==> config.mk <==
export PLATFORM = sky130hd
export DESIGN_NAME = sm_multi_counter
export DESIGN_NICKNAME = d
export VERILOG_FILES = /design/src/rtl/sm_multi_counter.sv
export SDC_FILE = /design/constraint.sdc
export NUM_CORES = 1
export LEC_CHECK = 0
export CAP_MARGIN = 40
export CELL_PAD_IN_SITES_DETAIL_PLACEMENT = 1
export CELL_PAD_IN_SITES_GLOBAL_PLACEMENT = 1
export CORE_UTILIZATION = 39
export CTS_CLUSTER_DIAMETER = 50
export CTS_CLUSTER_SIZE = 28
export DETAILED_ROUTE_END_ITERATION = 8
export PLACE_DENSITY = 0.8
export SETUP_SLACK_MARGIN = 0.02
export SLEW_MARGIN = 0
export SYNTH_ARGS = -nofsm -noshare
export SYNTH_HDL_FRONTEND = slang
export SYNTH_SLANG_ARGS = --single-unit
==> constraint.sdc <==
create_clock -name clk -period 2.71 [get_ports clk]
set_clock_uncertainty 0.15 [all_clocks]
set_input_delay 0.271 -clock clk [delete_from_list [all_inputs] [get_ports clk]]
set_output_delay 0.271 -clock clk [all_outputs]
set_load 0.1 [all_outputs]
==> src/rtl/sm_multi_counter.sv <==
// sm_multi_counter: NUM_CH independent up/down counters with load,
// terminal compare and sticky flags; SM_MULTI_COUNTER_PRESCALE_EN adds a tick.
module sm_multi_counter #(
  parameter int WIDTH  = 5,
  parameter int NUM_CH = 4,
  parameter int WRAP   = 1
) (
  input  logic                    clk,
  input  logic                    rst_n,
  input  logic [NUM_CH-1:0]       act,
  input  logic [NUM_CH-1:0]       up_dwn_n,
  input  logic [NUM_CH-1:0]       load,
  input  logic [WIDTH-1:0]        load_val,
  input  logic [WIDTH-1:0]        term_val,
  input  logic [NUM_CH-1:0]       flag_clr,
`ifdef SM_MULTI_COUNTER_PRESCALE_EN
  input  logic [7:0]              prescale,
`endif
  output logic [NUM_CH*WIDTH-1:0] count,
  output logic [NUM_CH-1:0]       ovflw,
  output logic [NUM_CH-1:0]       unflw,
  output logic [NUM_CH-1:0]       term_hit
);

  typedef enum logic [1:0] {
    S_IDLE  = 2'd0,
    S_COUNT = 2'd1,
    S_HALT  = 2'd2
  } state_t;

  localparam logic [WIDTH-1:0] MAX = '1;
  localparam logic [WIDTH-1:0] ONE = WIDTH'(1);

  logic tick;

`ifdef SM_MULTI_COUNTER_PRESCALE_EN
  logic [7:0] pre_q;
  logic [7:0] pre_d;

  // free-running divider; >= keeps it sane if prescale shrinks mid-run
  always_comb begin
    tick  = (pre_q >= prescale);
    pre_d = tick ? 8'd0 : pre_q + 8'd1;
  end

  // prescale counter register
  always_ff @(posedge clk or negedge rst_n) begin
    if (!rst_n) pre_q <= 8'd0;
    else        pre_q <= pre_d;
  end
`else
  assign tick = 1'b1;
`endif

  for (genvar g = 0; g < NUM_CH; g++) begin : g_ch
    state_t           st_q;
    state_t           st_d;
    logic [WIDTH-1:0] cnt_q;
    logic [WIDTH-1:0] cnt_d;
    logic             ovf_q;
    logic             ovf_d;
    logic             unf_q;
    logic             unf_d;
    logic             hit_q;
    logic             hit_d;
    logic             do_step;

    // next-state, count, flags and terminal pulse for this channel
    always_comb begin
      st_d    = st_q;
      cnt_d   = cnt_q;
      ovf_d   = ovf_q & ~flag_clr[g];
      unf_d   = unf_q & ~flag_clr[g];
      hit_d   = 1'b0;
      do_step = 1'b0;

      unique case (st_q)
        S_IDLE: begin
          if (act[g]) begin
            st_d    = S_COUNT;
            do_step = tick;
          end
        end
        S_COUNT: begin
          if (!act[g]) st_d = S_IDLE;
          else         do_step = tick;
        end
        S_HALT: begin
          if (flag_clr[g]) st_d = S_IDLE;
        end
        default: st_d = S_IDLE;
      endcase

      if (do_step) begin
        if (up_dwn_n[g]) begin
          if (cnt_q == MAX) begin
            ovf_d = 1'b1;
            if (WRAP != 0) cnt_d = '0;
            else           st_d  = S_HALT;
          end else begin
            cnt_d = cnt_q + ONE;
          end
        end else begin
          if (cnt_q == '0) begin
            unf_d = 1'b1;
            if (WRAP != 0) cnt_d = MAX;
            else           st_d  = S_HALT;
          end else begin
            cnt_d = cnt_q - ONE;
          end
        end
        // a saturating step leaves the count unchanged: no pulse
        hit_d = (cnt_d != cnt_q) && (cnt_d == term_val);
      end

      if (load[g]) begin
        st_d  = S_IDLE;
        cnt_d = load_val;
        ovf_d = ovf_q & ~flag_clr[g];
        unf_d = unf_q & ~flag_clr[g];
        hit_d = (load_val == term_val);
      end
    end

    // channel state and registered outputs
    always_ff @(posedge clk or negedge rst_n) begin
      if (!rst_n) begin
        st_q  <= S_IDLE;
        cnt_q <= '0;
        ovf_q <= 1'b0;
        unf_q <= 1'b0;
        hit_q <= 1'b0;
      end else begin
        st_q  <= st_d;
        cnt_q <= cnt_d;
        ovf_q <= ovf_d;
        unf_q <= unf_d;
        hit_q <= hit_d;
      end
    end

    assign count[g*WIDTH +: WIDTH] = cnt_q;
    assign ovflw[g]    = ovf_q;
    assign unflw[g]    = unf_q;
    assign term_hit[g] = hit_q;
  end

endmodule
==> results.ini, run 1 <==
[routing]
wl_per_cell_um=17.7
finalWirelength_mm=8.85
vias_per_cell=5.57
drc=0
ant_nets=0
drtIter0Drc=74
num_vias=2785
firstDrtPassIters=4

[cts]
cts.clk_slew.worst_paths_ns=0.08
numCtsBuffers=5
insertion_delay_ns=0.30
cts_root_buffer=clkbuf_8
cts_tree=done
cts_buffer_depth=2
clock-sinks=32
cts-htree-levels=2

[sta]
max_clock_freq_mhz=400
hold_viol_final=0
max_slew_margin_pct=66.9
setup_ws_ns=0.208
worstMarginPinSlew_ns=0.495
grt_setup_unrepaired=no
finalMaxSlewViolations=0
fin_tns_setup_ns=0
post-route-period-util_pct=92.3
setup_viol=0
period_minus_slack_ns=2.50

[logic_synthesis]
synth_cells=357
ys_seq_area_share_pct=26.5
synth_ff_type=dfrtp_1
asyncSetResetFlopFracSynth_pct=100
avgSynthCellArea_um2=8.48
syn_nets=397
yosys_warnings=0
synth_edf_count=0
netlist_area_um2=3030
ys_ff_latch=32
synthDistinctLibCells=49

[power_and_ir_drop]
fin_total_pwr_mw=2.18
peakVddDrop_mv=0.318
p_leak_nw=1.58
power.density_nw_per_um2=591

[critical_path]
r2r_slack_ns=0.21
r2r-end=g_ch[2].hit_q
cp_max_fo=9
path_class=flop to flop
ff2ff_path_depth=8
cp-end-kind=flop
startpoint=g_ch[2].cnt_q[0]
r2r_start=g_ch[2].cnt_q[0]
critPathLaunchType=flop
arrival_ns=2.54
crit_required_ns=2.74

[finish]
nets=440
n_antenna_cell=0
layout_commonest_cell=buf_4
fillers=909
area_growth_pct=21.8
drive_gt1_share_pct=19.0
final_cell_mix=buf_4, xnor2_1, inv_1, nand2_1

[global_route]
grt_use_total_pct=22.5
grt_pass1_wl_mm=14.8
antenna_found_initial=0
grt-ovfl-total=0
grt_start_max_net_pins=33
first_global_vias=2910

[place]
port_buffers=59
pre_cts_ws_ns=0.143
dp_hpwl_mm=6.63
gp_congestion=0.881

[floorplanning]
die-area_um2=8120
core.rowCount=31
start_util_pct=41.1
chipHeight_um=90.1
die_w_um=90.1
ioPinCount=60
coreArea_um2=7370

[status]
status=complete, no violations

[job]
drv_cap=0

[worst_hold_path]
hold_class=primary input to asynchronous set/reset pin

## power breakdown
group | leakage, nW | switching [mW] | internal [mW]
registers | 0.394 | 0.0961 | 0.522
clock network | 0.0645 | 0.207 | 0.325
logic | 1.12 | 0.667 | 0.363
## critical path, cell delays in order, from the launching register on
cell and delay [ns]:
dfrtp_2 0.48, ha_1 0.26, and3_1 0.20, ha_2 0.30, xor2_1 0.16, nor4_2 0.19
a31oi_1 0.11, mux2_1 0.31, a32o_1 0.23
## logic make-up after synthesis
logic type,after synthesis,share of synthesized area (%)
compound gates,98,22.6
xor+xnor,45,13.0
fa+ha+maj,12,4.96
buf+inv,63,10.3
flops,32,26.5
mux,19,6.49
simple gates,88,16.2
## registers in the layout (all words and copies together), names as in the netlist
name        count
g_ch.ovf_q      4
g_ch.hit_q      4
g_ch.cnt_q     20
g_ch.unf_q      4
## cell usage after synthesis, types with 3 or more instances
master / n / area (um^2)
xnor2_1: 33 / 289
dfrtp_1: 32 / 801
inv_1: 29 / 109
nand2_1: 29 / 109
o21ai_0: 27 / 135
buf_4: 15 / 113
mux2i_1: 14 / 140
ha_1: 12 / 150
o22ai_1: 12 / 75.1
xor2_1: 12 / 105
a21oi_1: 11 / 55.1
clkbuf_1: 9 / 33.8
nand3_1: 9 / 45.0
buf_2: 8 / 40.0
nor2_1: 8 / 30.0
nand2b_1: 7 / 43.8
nor2b_1: 7 / 43.8
a21o_1: 6 / 45.0
a221oi_1: 6 / 52.6
and3_1: 6 / 37.5
nor4_1: 6 / 37.5
o31ai_1: 6 / 45.0
a31oi_1: 5 / 31.3
a211o_1: 4 / 35.0
mux2_2: 4 / 45.0
nor3b_1: 4 / 30.0
a311oi_1: 3 / 26.3
a32o_1: 3 / 30.0
nor3_1: 3 / 15.0
nor4b_1: 3 / 26.3
o211ai_1: 3 / 22.5
## per-layer routing
metal  vias to the layer above  wire, um  global-route usage, %  part of all wire, %
met4                         0       148                   5.91                  1.7
met3                        15       238                   3.55                  2.7
met2                        53      4430                   39.7                   50
met5                         -         0                      0                    0
met1                      1370      4040                   28.2                   46
li1                       1347         -                      -                    -
## timing repair
action                                  4_1_cts  5_1_grt
endpoints found under the setup margin        0        1
gates resized for setup                       0        2
hold endpoints to repair                      0        0
hold buffers                                  0        0
setup buffers                                 0        0
## stage by stage
step	util, %	hold slack (ns)	instances	instance area (um^2)
2_1_floorplan	-	-0.175	357	3040
3_5_place_dp	48.2	0.379	492	3550
5_1_grt	50.0	0.289	500	3690
3_3_place_gp	48.2	0.372	492	3550
6_report	50.0	0.227	500	3690
4_1_cts	49.9	0.247	500	3680
## worst max path at each step
stage / endpoint / slack, ns / depth (start not counted)
2_1_floorplan: g_ch[2].hit_q / 0.03 / 8
3_3_place_gp: g_ch[2].hit_q / 0.28 / 6
3_5_place_dp: g_ch[2].hit_q / 0.14 / 8
4_1_cts: g_ch[2].hit_q / 0.11 / 8
5_1_grt: g_ch[2].hit_q / 0.05 / 8
6_report: g_ch[2].hit_q / 0.21 / 8
## final cells by class
type / instances / area, um^2 / share of cell area [%]
Clock inverter: 1 / 30.0 / 0.814
Sequential cell: 32 / 815 / 22.1
Clock buffer: 7 / 96.3 / 2.61
Timing Repair Buffer: 69 / 586 / 15.9
Tap cell: 99 / 124 / 3.36
Inverter: 30 / 113 / 3.05
Multi-Input combinational cell: 262 / 1920 / 52.2
(Power assumes the default switching activity.)
==> inputs of run 2 (changes only) <==
--- a/config.mk
+++ b/config.mk
@@ -8,6 +8,8 @@
 export CAP_MARGIN = 40
 export CELL_PAD_IN_SITES_DETAIL_PLACEMENT = 1
 export CELL_PAD_IN_SITES_GLOBAL_PLACEMENT = 1
+export CORE_ASPECT_RATIO = 0.5
+export CORE_MARGIN = 3
 export CORE_UTILIZATION = 39
 export CTS_CLUSTER_DIAMETER = 50
 export CTS_CLUSTER_SIZE = 28
==> run 2 against run 1 <==
Maximum frequency shrank 2.7%. Final area rose by 0.44%. Register-to-register slack worse by 0.07 ns. Highest routed layer unchanged. Cell count shrank 0.60%. Sequential share of layout area is 0.097 points lower. Critical endpoint unchanged.
==> results.ini, run 2 (synthesis gave the netlist of run 1 again) <==
[worst_hold_path]
hold_class=primary input to asynchronous set/reset pin

[power_and_ir_drop]
sequentialPowerShare_pct=27.1  ; -1.3 points
p_leak_nw=1.59  ; +0.89%
power.density_nw_per_um2=615  ; +4.0%
peakVddDrop_mv=0.239  ; -25%
power_frac_comb_pct=46.6  ; -0.6 points
pwr-share-clk_pct=26.4  ; +2.0 points
internal_power_mw=1.25  ; +3.3%
swShare_pct=45.1  ; +0.63 points
power_switching_mw=1.03  ; +6.0%

[critical_path]
crit_top_cell=ha_1
cp_max_fo=9  ; unchanged
arrival_ns=2.59  ; +0.05 ns
critPathLaunchType=flop
path_class=flop to flop
max_stage_delay_ns=0.45  ; -0.03 ns
critical_path.cell_chain=ha_1 > and3_1 > ha_1 > mux2_2 > mux2i_1 > a31oi_1 > mux2_1 > a32o_1
crit_required_ns=2.73  ; about the same
crit_path_top_delay_cell=dfrtp_2
r2r_slack_ns=0.14  ; -0.07 ns
cp-end-kind=flop

[finish]
drive_gt1_share_pct=18.7  ; -0.25 points
fillers=894  ; -1.7%
regMostFlops=g_ch.cnt_q
stdcell_count=497  ; -0.60%
layout_commonest_cell=buf_4
largest_reg_flops=20  ; unchanged
final_cell_mix=buf_4, xnor2_1, inv_1, nand2_1
area_growth_pct=22.4
final_core_util_pct=49.8  ; -0.20 points
nets=440  ; unchanged
n_antenna_cell=0  ; unchanged

[cts]
insertion_delay_ns=0.29  ; about the same
numCtsBuffers=5  ; unchanged
cts_tree=done
cts-hold-fix-buffers=0  ; unchanged
cts_root_buffer=clkbuf_16
cts_setup_buffers=0  ; unchanged
cts-resized-gates=0  ; unchanged
cts-htree-levels=2  ; unchanged
cts.clk_slew.worst_paths_ns=0.06  ; -0.02 ns
clock-sinks=32  ; unchanged
cts_buffer_depth=2  ; unchanged

[place]
port_buffers=59  ; unchanged
dp_hpwl_mm=7.16  ; +8.0%
gp_congestion=0.855  ; -2.9%
place_inst=489  ; -0.61%

[routing]
firstDrtPassIters=4  ; unchanged
ant_nets=0  ; unchanged
finalWirelength_mm=9.95  ; +12%
met2_length_mm=4.75  ; +7.4%
drc=0  ; unchanged
met1_length_mm=4.50  ; +11%
drtIter0Drc=205  ; +180%
vias_per_cell=5.79  ; +4.0%
wl_met3_um=575  ; +140%
num_vias=2880  ; +3.4%
top_layer_used=met4
wl_per_cell_um=20.0  ; +13%

[floorplanning]
die-area_um2=8920  ; +9.9%
coreArea_um2=7430  ; +0.85%
core.rowCount=22  ; -29%
ioPinCount=60  ; unchanged
chipHeight_um=68.3  ; -24%
die_w_um=131  ; +45%
start_util_pct=40.7  ; -0.35 points

[global_route]
antenna_found_initial=0  ; unchanged
grt_pass1_wl_mm=15.6  ; +5.6%
first_global_vias=2970  ; +2.1%
grt_start_max_net_pins=33  ; unchanged
grt_use_total_pct=22.9  ; +0.47 points
grt-ovfl-total=0  ; unchanged

[job]
drv_cap=0  ; unchanged

[sta]
post-route-period-util_pct=94.9  ; +2.5 points
worstMarginPinSlew_ns=0.549  ; +0.0541 ns
setup_viol=0  ; unchanged
max_slew_margin_pct=63.3  ; -3.6 points
fin_tns_setup_ns=0  ; unchanged
holdWs_ns=0.233  ; +0.00652 ns
period_minus_slack_ns=2.57  ; +0.0689 ns
max_clock_freq_mhz=389  ; -2.7%
grt_setup_unrepaired=no
finalMaxSlewViolations=0  ; unchanged
hold_viol_final=0  ; unchanged

[status]
status=complete, no violations

==> run 2: changes by cell type in the layout (fill, tap and decap cells not counted), sizes merged <==
cell,before,now
bufinv,1,0
clkinv,0,2
clkbuf,7,6
==> run 2: stage by stage <==
step	worst slack, ns	power, mW	cell area [um^2]
4_1_cts	0.152	2.28	3700
5_1_grt	0.0318	2.39	3700
2_1_floorplan	0.0331	1.40	3040
6_report	0.139	2.28	3700
3_5_place_dp	0.177	1.66	3550
3_3_place_gp	0.266	1.62	3550
==> run 2: final timing paths <==
check	start	endpoint	depth (start not counted)
max in group asynchronous	rst_n	g_ch[2].cnt_q[0]	2
worst max-delay path	g_ch[2].cnt_q[0]	g_ch[2].hit_q	8
worst min register to register	g_ch[0].ovf_q	g_ch[0].ovf_q	2
worst max register to register	g_ch[2].cnt_q[0]	g_ch[2].hit_q	8
worst min-delay path	rst_n	g_ch[3].ovf_q	2
min in group clk	g_ch[0].ovf_q	g_ch[0].ovf_q	2
==> run 2: area by class of cell <==
class	count	area [um^2]	area share (%)
flip-flops and latches	32	815	22.0
repair buffers	69	586	15.8
clock inverters	2	10.0	0.270
multi-input cells	262	1920	51.9
inverters	30	113	3.04
clock buffers	6	139	3.75
well taps	96	120	3.24
==> run 2: worst max-delay path, delay by kind of cell (launching register included) <==
family / cells / cell delay (ns)
multiplexers: 3 / 0.82
adder cells (fa/ha/maj): 2 / 0.50
flip-flops: 1 / 0.45
AO/OA/AOI/OAI: 2 / 0.35
AND/OR/NAND/NOR: 1 / 0.19
==> run 2: layer usage <==
layer / GRT usage, % / up-vias
met3: 4.75 / 14
met5: 0 / -
met4: 7.95 / 0
met2: 38.4 / 93
li1: - / 1354
met1: 29.7 / 1419
==> run 2: power groups by stage <==
stage	clock network, mW	logic (mW)	registers (mW)
floorplan	0	0.532	0.866
global placement	0	1.01	0.615
detailed placement	0	1.04	0.622
CTS	0.607	1.06	0.615
global route	0.627	1.13	0.627
finish	0.601	1.06	0.617
